===== src/rtl/mod_4051_pkg.sv =====
// Shared constants and types for the mod-4051 residue reducer stages.
package mod_4051_pkg;

  localparam int unsigned MODULUS    = 4051;
  localparam int unsigned RES_W      = 12;
  localparam int unsigned MAX_CHUNKS = 84;
  localparam int unsigned CNT_W      = 7;

  typedef logic [RES_W-1:0] residue_t;

  typedef enum logic {
    ACCUM,
    HOLD
  } acc_state_t;

endpackage


===== src/rtl/mod_add.sv =====
// Combinational modular adder: s = (a + b) mod MODULUS for a, b < MODULUS.
// One conditional subtract is enough because a + b <= 2*MODULUS - 2.
module mod_add #(
  parameter int unsigned MODULUS = mod_4051_pkg::MODULUS,
  parameter int unsigned W       = mod_4051_pkg::RES_W
) (
  input  logic [W-1:0] a,
  input  logic [W-1:0] b,
  output logic [W-1:0] s
);
  import mod_4051_pkg::*;

  localparam logic [W:0] ModWide = (W+1)'(MODULUS);

  logic [W:0] sum;
  logic [W:0] diff;

  always_comb begin
    sum  = {1'b0, a} + {1'b0, b};
    diff = sum - ModWide;
    s    = (sum >= ModWide) ? diff[W-1:0] : sum[W-1:0];
  end

endmodule


===== src/rtl/mod_residue_accum.sv =====
// Frame-based modular accumulator of per-chunk partial residues over a valid/ready stream.
// Optional input range checking with out_err is enabled by defining MOD_RESIDUE_RANGE_CHECK_EN.
module mod_residue_accum #(
  parameter int unsigned MODULUS    = mod_4051_pkg::MODULUS,
  parameter int unsigned W          = mod_4051_pkg::RES_W,
  parameter int unsigned MAX_CHUNKS = mod_4051_pkg::MAX_CHUNKS,
  parameter int unsigned CNT_W      = mod_4051_pkg::CNT_W
) (
  input  logic             clk,
  input  logic             rst,
  input  logic             in_valid,
  output logic             in_ready,
  input  logic [W-1:0]     in_data,
  input  logic             in_last,
  output logic             out_valid,
  input  logic             out_ready,
  output logic [W-1:0]     out_residue,
  output logic [CNT_W-1:0] out_chunks
`ifdef MOD_RESIDUE_RANGE_CHECK_EN
  ,
  output logic             out_err
`endif
);
  import mod_4051_pkg::*;

  localparam logic [W-1:0]     ModW     = W'(MODULUS);
  localparam logic [CNT_W-1:0] MaxCnt   = CNT_W'(MAX_CHUNKS);

  acc_state_t       state_q, state_d;
  logic [W-1:0]     acc_q, acc_d;
  logic [CNT_W-1:0] cnt_q, cnt_d;
  logic [W-1:0]     res_q, res_d;
  logic [CNT_W-1:0] chunks_q, chunks_d;
  // Holds in_ready low until the first clock edge after reset releases.
  logic             started_q;

  logic [W-1:0]     sum_mod;
  logic [W-1:0]     acc_next;
  logic [CNT_W-1:0] cnt_inc;
  logic             accept;
  logic             term_beat;

  mod_add #(
    .MODULUS(MODULUS),
    .W      (W)
  ) u_mod_add (
    .a(acc_q),
    .b(in_data),
    .s(sum_mod)
  );

`ifdef MOD_RESIDUE_RANGE_CHECK_EN
  logic err_q, err_d;
  logic oerr_q, oerr_d;
  logic beat_err;

  // Out-of-range input can leave one extra MODULUS after the first subtract.
  always_comb begin
    beat_err = (in_data >= ModW);
    acc_next = (sum_mod >= ModW) ? (sum_mod - ModW) : sum_mod;
  end

  assign out_err = oerr_q;
`else
  assign acc_next = sum_mod;
`endif

  assign cnt_inc     = cnt_q + 1'b1;
  assign accept      = in_valid && in_ready;
  assign term_beat   = in_last || (cnt_inc == MaxCnt);
  assign out_residue = res_q;
  assign out_chunks  = chunks_q;

  always_comb begin
    state_d   = state_q;
    acc_d     = acc_q;
    cnt_d     = cnt_q;
    res_d     = res_q;
    chunks_d  = chunks_q;
    in_ready  = 1'b0;
    out_valid = 1'b0;
`ifdef MOD_RESIDUE_RANGE_CHECK_EN
    err_d     = err_q;
    oerr_d    = oerr_q;
`endif
    unique case (state_q)
      ACCUM: begin
        in_ready = started_q;
        if (accept) begin
          acc_d = acc_next;
          cnt_d = cnt_inc;
`ifdef MOD_RESIDUE_RANGE_CHECK_EN
          err_d = err_q | beat_err;
`endif
          if (term_beat) begin
            res_d    = acc_next;
            chunks_d = cnt_inc;
            acc_d    = '0;
            cnt_d    = '0;
            state_d  = HOLD;
`ifdef MOD_RESIDUE_RANGE_CHECK_EN
            oerr_d   = err_q | beat_err;
            err_d    = 1'b0;
`endif
          end
        end
      end
      HOLD: begin
        out_valid = 1'b1;
        if (out_ready) begin
          state_d = ACCUM;
`ifdef MOD_RESIDUE_RANGE_CHECK_EN
          oerr_d  = 1'b0;
`endif
        end
      end
    endcase
  end

  always_ff @(posedge clk or posedge rst) begin
    if (rst) begin
      state_q   <= ACCUM;
      acc_q     <= '0;
      cnt_q     <= '0;
      res_q     <= '0;
      chunks_q  <= '0;
      started_q <= 1'b0;
`ifdef MOD_RESIDUE_RANGE_CHECK_EN
      err_q     <= 1'b0;
      oerr_q    <= 1'b0;
`endif
    end else begin
      state_q   <= state_d;
      acc_q     <= acc_d;
      cnt_q     <= cnt_d;
      res_q     <= res_d;
      chunks_q  <= chunks_d;
      started_q <= 1'b1;
`ifdef MOD_RESIDUE_RANGE_CHECK_EN
      err_q     <= err_d;
      oerr_q    <= oerr_d;
`endif
    end
  end

endmodule


===== config.mk =====
export PLATFORM = sky130hd
export DESIGN_NAME = mod_residue_accum
export DESIGN_NICKNAME = d
export VERILOG_FILES = /design/src/rtl/mod_4051_pkg.sv /design/src/rtl/mod_add.sv /design/src/rtl/mod_residue_accum.sv
export SDC_FILE = /design/constraint.sdc
export NUM_CORES = 1
export LEC_CHECK = 0
export BUFFER_PORTS_ARGS = -buffer_cell sky130_fd_sc_hd__buf_2
export CORE_MARGIN = 3
export CORE_UTILIZATION = 35
export DETAILED_ROUTE_END_ITERATION = 10
export GPL_ROUTABILITY_DRIVEN = 0
export PLACE_DENSITY = 0.51
export SLEW_MARGIN = 20
export SYNTH_ARGS = -nofsm -noshare
export SYNTH_HDL_FRONTEND = slang
export SYNTH_HIERARCHICAL = 1
export SYNTH_SLANG_ARGS = --single-unit

===== constraint.sdc =====
create_clock -name clk -period 3.9 [get_ports clk]
set_clock_uncertainty 0.2 [all_clocks]
set_input_delay 0.585 -clock clk [delete_from_list [all_inputs] [get_ports clk]]
set_output_delay 0.585 -clock clk [all_outputs]
set_load 0.005 [all_outputs]

Word-level counts from Yosys, hierarchy flattened
Cells that the tools add are included.
{"block": "totals", "ff_bits": 40, "word_cells": 25, "out_inout_bits": 21}
{"block": "classes", "add_sub_neg": 3, "bitwise_logic": 1, "mux": 9, "n_eq_ne": 1, "n_lt_le_gt_ge": 1, "reduce_logical": 4}
{"cell": "two-way mux 12 bit", "n": 2}
{"cell": "adder 12 x 12 -> 13 bit", "n": 1}
{"cell": "greater-or-equal comparator 13 x 12 -> 1 bit, second input constant", "n": 1}
{"cell": "subtractor 12 bit, second input constant", "n": 1}
{"cell": "adder 7 x 1 -> 7 bit, second input constant", "n": 1}
{"cell": "== test 7 bit, second input constant", "n": 1}
{"cell": "two-way mux 7 bit", "n": 1}
{"cell": "two-way mux 1 bit", "n": 5}
{"cell": "AND reduction 3 bit", "n": 1}
{"cell": "one-hot mux 1 bit (2 select lines)", "n": 1}
{"cell": "AND reduction 2 bit", "n": 1}
{"cell": "logical AND 1 bit", "n": 1}
{"cell": "logical OR 1 bit", "n": 1}
{"cell": "NOT 1 bit", "n": 1}

Longest topological paths before layout
{"block": "logic_depth", "word_depth": 6, "depth_mapped": 12, "depth_no_buf": 11}

Hierarchy
Netlist, hierarchy kept.
{"mod": "mod_residue_accum", "area_per_inst_um2": 1740.4, "instances": 1, "cells_each": 148, "seq_area_each_um2": 1001.0}
{"mod": "mod_add", "area_per_inst_um2": 1352.5, "instances": 1, "cells_each": 186, "seq_area_each_um2": 0.0}

Least setup slack after synthesis
OpenSTA, ideal clock, no wires.
{"block": "synth_timing", "kind": "input-to-reg", "from": "input port in_data[0]", "to": "register res_q[6] (netlist: out_residue[6])", "setup_slack_ns": 0.269, "path_stages": 10, "t_arrival_ns": 3.306, "cell_sequence": "ha_1 fa_1 a21o_1 a221oi_2 o21ai_2 xor2_2 nand4_2 or4_1 and3_1 mux2_4"}
{"block": "synth_between", "elab_chain_len": 3}
{"element": "from (decl)", "line_no": "mod_residue_accum.sv:13", "source": "input logic [W-1:0] in_data,"}
{"element": "adder 12 x 12 -> 13 bit *", "line_no": "mod_add.sv:19", "source": "sum = {1'b0, a} + {1'b0, b};"}
{"element": "subtractor 12 bit / greater-or-equal comparator 13 x 12 -> 1 bit (equally long branches)", "line_no": "mod_add.sv:20, mod_add.sv:21"}
{"element": "two-way mux 12 bit *", "line_no": "mod_add.sv:21", "source": "s = (sum >= ModWide) ? diff[W-1:0] : sum[W-1:0];"}
{"element": "named net acc_next[6]", "line_no": "mod_residue_accum.sv:38", "source": "logic [W-1:0] acc_next;"}
{"element": "to (signal assigned)", "line_no": "mod_residue_accum.sv:136", "source": "res_q <= res_d;"}
{"element": "to (decl)", "line_no": "mod_residue_accum.sv:32", "source": "logic [W-1:0] res_q, res_d;"}
Mark *: on every way through the listed nets, which the timed path passes. The rest lies on a longest branch.
A chain may end at the register's enable or synchronous reset.

Worst setup path after layout
{"block": "layout_timing", "from": "register acc_q[0]", "to": "register res_q[6] (netlist: out_residue[6])"}
{"block": "layout_between", "elab_chain_len": 3}
{"element": "from (decl)", "line_no": "mod_residue_accum.sv:30", "source": "logic [W-1:0] acc_q, acc_d;"}
{"element": "from (signal assigned)", "line_no": "mod_residue_accum.sv:123", "source": "acc_q <= '0;"}
{"element": "from (signal assigned)", "line_no": "mod_residue_accum.sv:134", "source": "acc_q <= acc_d;"}
{"element": "adder 12 x 12 -> 13 bit *", "line_no": "mod_add.sv:19"}
{"element": "subtractor 12 bit / greater-or-equal comparator 13 x 12 -> 1 bit (equally long branches)", "line_no": "mod_add.sv:20, mod_add.sv:21"}
{"element": "two-way mux 12 bit *", "line_no": "mod_add.sv:21"}
{"element": "named net acc_next[6]", "line_no": "mod_residue_accum.sv:38"}
Marked as above.

==> reports/qor.csv <==
stage,metric,value,unit
worst_setup_path,critPathBufInv,0,
final_layout,filler_cell_count,852,
floorplan,die-area,10000,sq um
worst_setup_path,max_stage_delay,530,ps
worst_setup_path,cp_top_family,simple AND/OR/NAND/NOR gates,
power_and_ir_drop,total_power,2.936,mW
global_route,grt.overflow.total,0,
worst_setup_path,crit_type,reg2reg,
final_layout,multi_input_area,1962,sq um
outcome,status,completed,
drt,routed-wl-met3,247,um
drt,wl_met2,3573,um
cts,post_cts_resized,0,
final_layout,final_cell_area,3516,sq um
worst_setup_path,worstRegToRegCells,10,
synth,synth_top_area_share,0.3236,
global_route,grt_max_degree,41,
timing,drv_slew,0,
worst_setup_path,crit_chain,ha_1 > fa_1 > a211oi_2 > nor2_1 > xnor2_2 > nand4b_1 > a21o_2 > or4_1 > and3_1 > mux2_4,
final_layout,diodes,0,
worst_setup_path,rrSetupSlack,310,ps
floorplan,rows,33,
timing,fmax,278.9,MHz
drt,via_count,2662,
job,maxCapViolCount,0,
synth,synth-seq-cells,40,
worst_setup_path,critPathArrivalTime,3560,ps
synth,ys_types,78,
synth,synthTopCellsByArea,"dfrtp_1, nand2_1, mux2_4, ha_1, nand3_1",
synth,synth.avg_cell_area,9.260,sq um
cts,h-tree-depth,2,
power_and_ir_drop,power_per_cell_area,835.0,nW/um^2
synth,synth_ff_type,dfrtp_1,
placed_design,io_buffers,37,
drt,wl_per_cell,16.39,um
global_route,antenna_found_initial,0,
timing,post-route-min-period,3586,ps
drt,drc,0,
final_layout,layout.nets,410,
cts,clockBufferDepth,2,
cts,clock_latency,290,ps
cts,cts_buffers,5,
cts,ctsHoldBuffers,0,
floorplan,io_pins,38,
worst_hold_path,min_path_type,in2async,
timing,final_hold_viol_count,0,
final_layout,drive_above_1_share,0.2507,
power_and_ir_drop,ir_drop,0.2649,mV
final_layout,regArea,1001,sq um
floorplan,start_util,0.3690,
drt,met1_length,4046,um
global_route,grt_pass1_wl,13390,um
cts,cts_tree,built,
timing,period_share,0.9194,
synth,yosysWarnings,6,
cts,cts_setup_buffers,0,
worst_setup_path,r2r_end,out_residue[6],
power_and_ir_drop,p_leak,1.646,nW
worst_setup_path,required,3880,ps
synth,syn_inst,334,
final_layout,final_common_cell,nand2_1,
worst_setup_path,crit_path_end_kind,flop,
drt,ant_nets,0,
placed_design,place_area,3422,sq um
worst_setup_path,timing.rr.start,acc_q[0],
cts,cts_root_buf,clkbuf_8,
final_layout,area_growth,13.67,%
synth,syn_area,3093,sq um
worst_setup_path,worstSetupStartpoint,acc_q[0],
timing,rsz0062_at_grt,no,
worst_setup_path,cp-start-kind,flop,
drt,viasPerCell,5.500,
placed_design,dpl.hpwl,5868,um
final_layout,final_cell_mix,"nand2_1, dfrtp_1, buf_2",
worst_setup_path,cp_max_fo,8,
synth,async_flop_share,1.000,
cts,cts_num_sinks,40,
drt,drt-pass1-iter-count,4,
worst_setup_path,slowest_stage,or4_1,
timing,max-slew-margin-rel,0.4122,
cts,clkTransAtPathRegs,80,ps
timing,finalSetupTns,0,ps
synth,seq_area_frac_synth,0.3236,
synth,synth_nets,366,
drt,dr.max_layer_used,met4,
timing,finalSetupViolations,0,
drt,wl,7935,um
global_route,track_usage,0.1640,
floorplan,core,8382,sq um
global_route,grt_pass1_vias,2619,
floorplan,die_w,100.0,um
drt,drt-initial-drc-count,192,
timing,max_slew.worst_pin.slew,859.4,ps
synth,synth_top_area_cell,dfrtp_1,
synth,synth_edf_count,0,
floorplan,dieHeight,100.0,um
-- worst max-delay path by stage --
stage	to	slack, ps	depth (start not counted)
3_3_place_gp	out_residue[6]	150	11
6_report	out_residue[6]	310	10
3_5_place_dp	out_residue[6]	90	11
5_1_grt	acc_q[2]	150	11
2_1_floorplan	out_residue[6]	270	10
4_1_cts	out_residue[6]	340	10
-- sequential cells by signal, summed over array words and instances, names as in the netlist --
register     flops
acc_q           12
out_residue     12
cnt_q            7
out_chunks       7
started_q        1
state_q          1
-- kinds of logic after synthesis --
group | count (synthesis) | synth area share
and+or+nand+nor | 132 | 0.2136
AOI/OAI and AO/OA | 94 | 0.2407
DFF | 40 | 0.3236
buffers and inverters | 23 | 0.04207
adders and majority gates | 15 | 0.06311
muxes | 15 | 0.06877
xor gates and xnor gates | 14 | 0.04693
other | 1 | 0.001212
-- per-stage QoR --
step	util	hold slack, ps	setup slack, ps	cells
2_1_floorplan	-	245.3	269.2	334
3_3_place_gp	0.4083	264.6	148.0	476
3_5_place_dp	0.4083	267.0	86.96	476
4_1_cts	0.4195	232.3	335.3	484
5_1_grt	0.4195	257.4	151.1	484
6_report	0.4195	202.2	314.3	484
-- per-layer routing --
metal	track usage	vias up
met5	0	-
met4	0.04041	0
met3	0.02641	7
met2	0.2555	43
met1	0.2382	1277
li1	-	1335
-- area by class of cell --
type,instances,share of cell area
multi-input combinational,271,0.5580
sequential,40,0.2847
timing repair buffer,52,0.08470
tap,105,0.03737
clock buffer,7,0.02456
inverter,8,0.008541
clock inverter,1,0.002135
-- worst reg2reg max path, stage by stage, from the launching register on --
cell and delay, ps:
dfrtp_1 390, ha_1 260, fa_1 450, a211oi_2 340
nor2_1 160, xnor2_2 250, nand4b_1 160, a21o_2 310
or4_1 530, and3_1 190, mux2_4 250
-- cells in the mapped netlist (all sizes together) (6+ instances only) --
cell type / instances
inv: 8
and3: 7
xnor2: 6
mux2: 14
a21o: 9
nand3: 26
xor2: 8
buf: 11
nor3: 6
nand2: 55
o21ai: 25
a21oi: 11
dfrtp: 40
nor2: 17
ha: 14
-- power breakdown --
part / leakage, nW / internal, mW / total (mW) / switching (mW)
combinational: 1.09 / 0.876 / 2.01 / 1.13
sequential: 0.510 / 0.545 / 0.634 / 0.0891
clock: 0.0445 / 0.144 / 0.294 / 0.150
No activity file was read; power rests on OpenSTA's default activity.
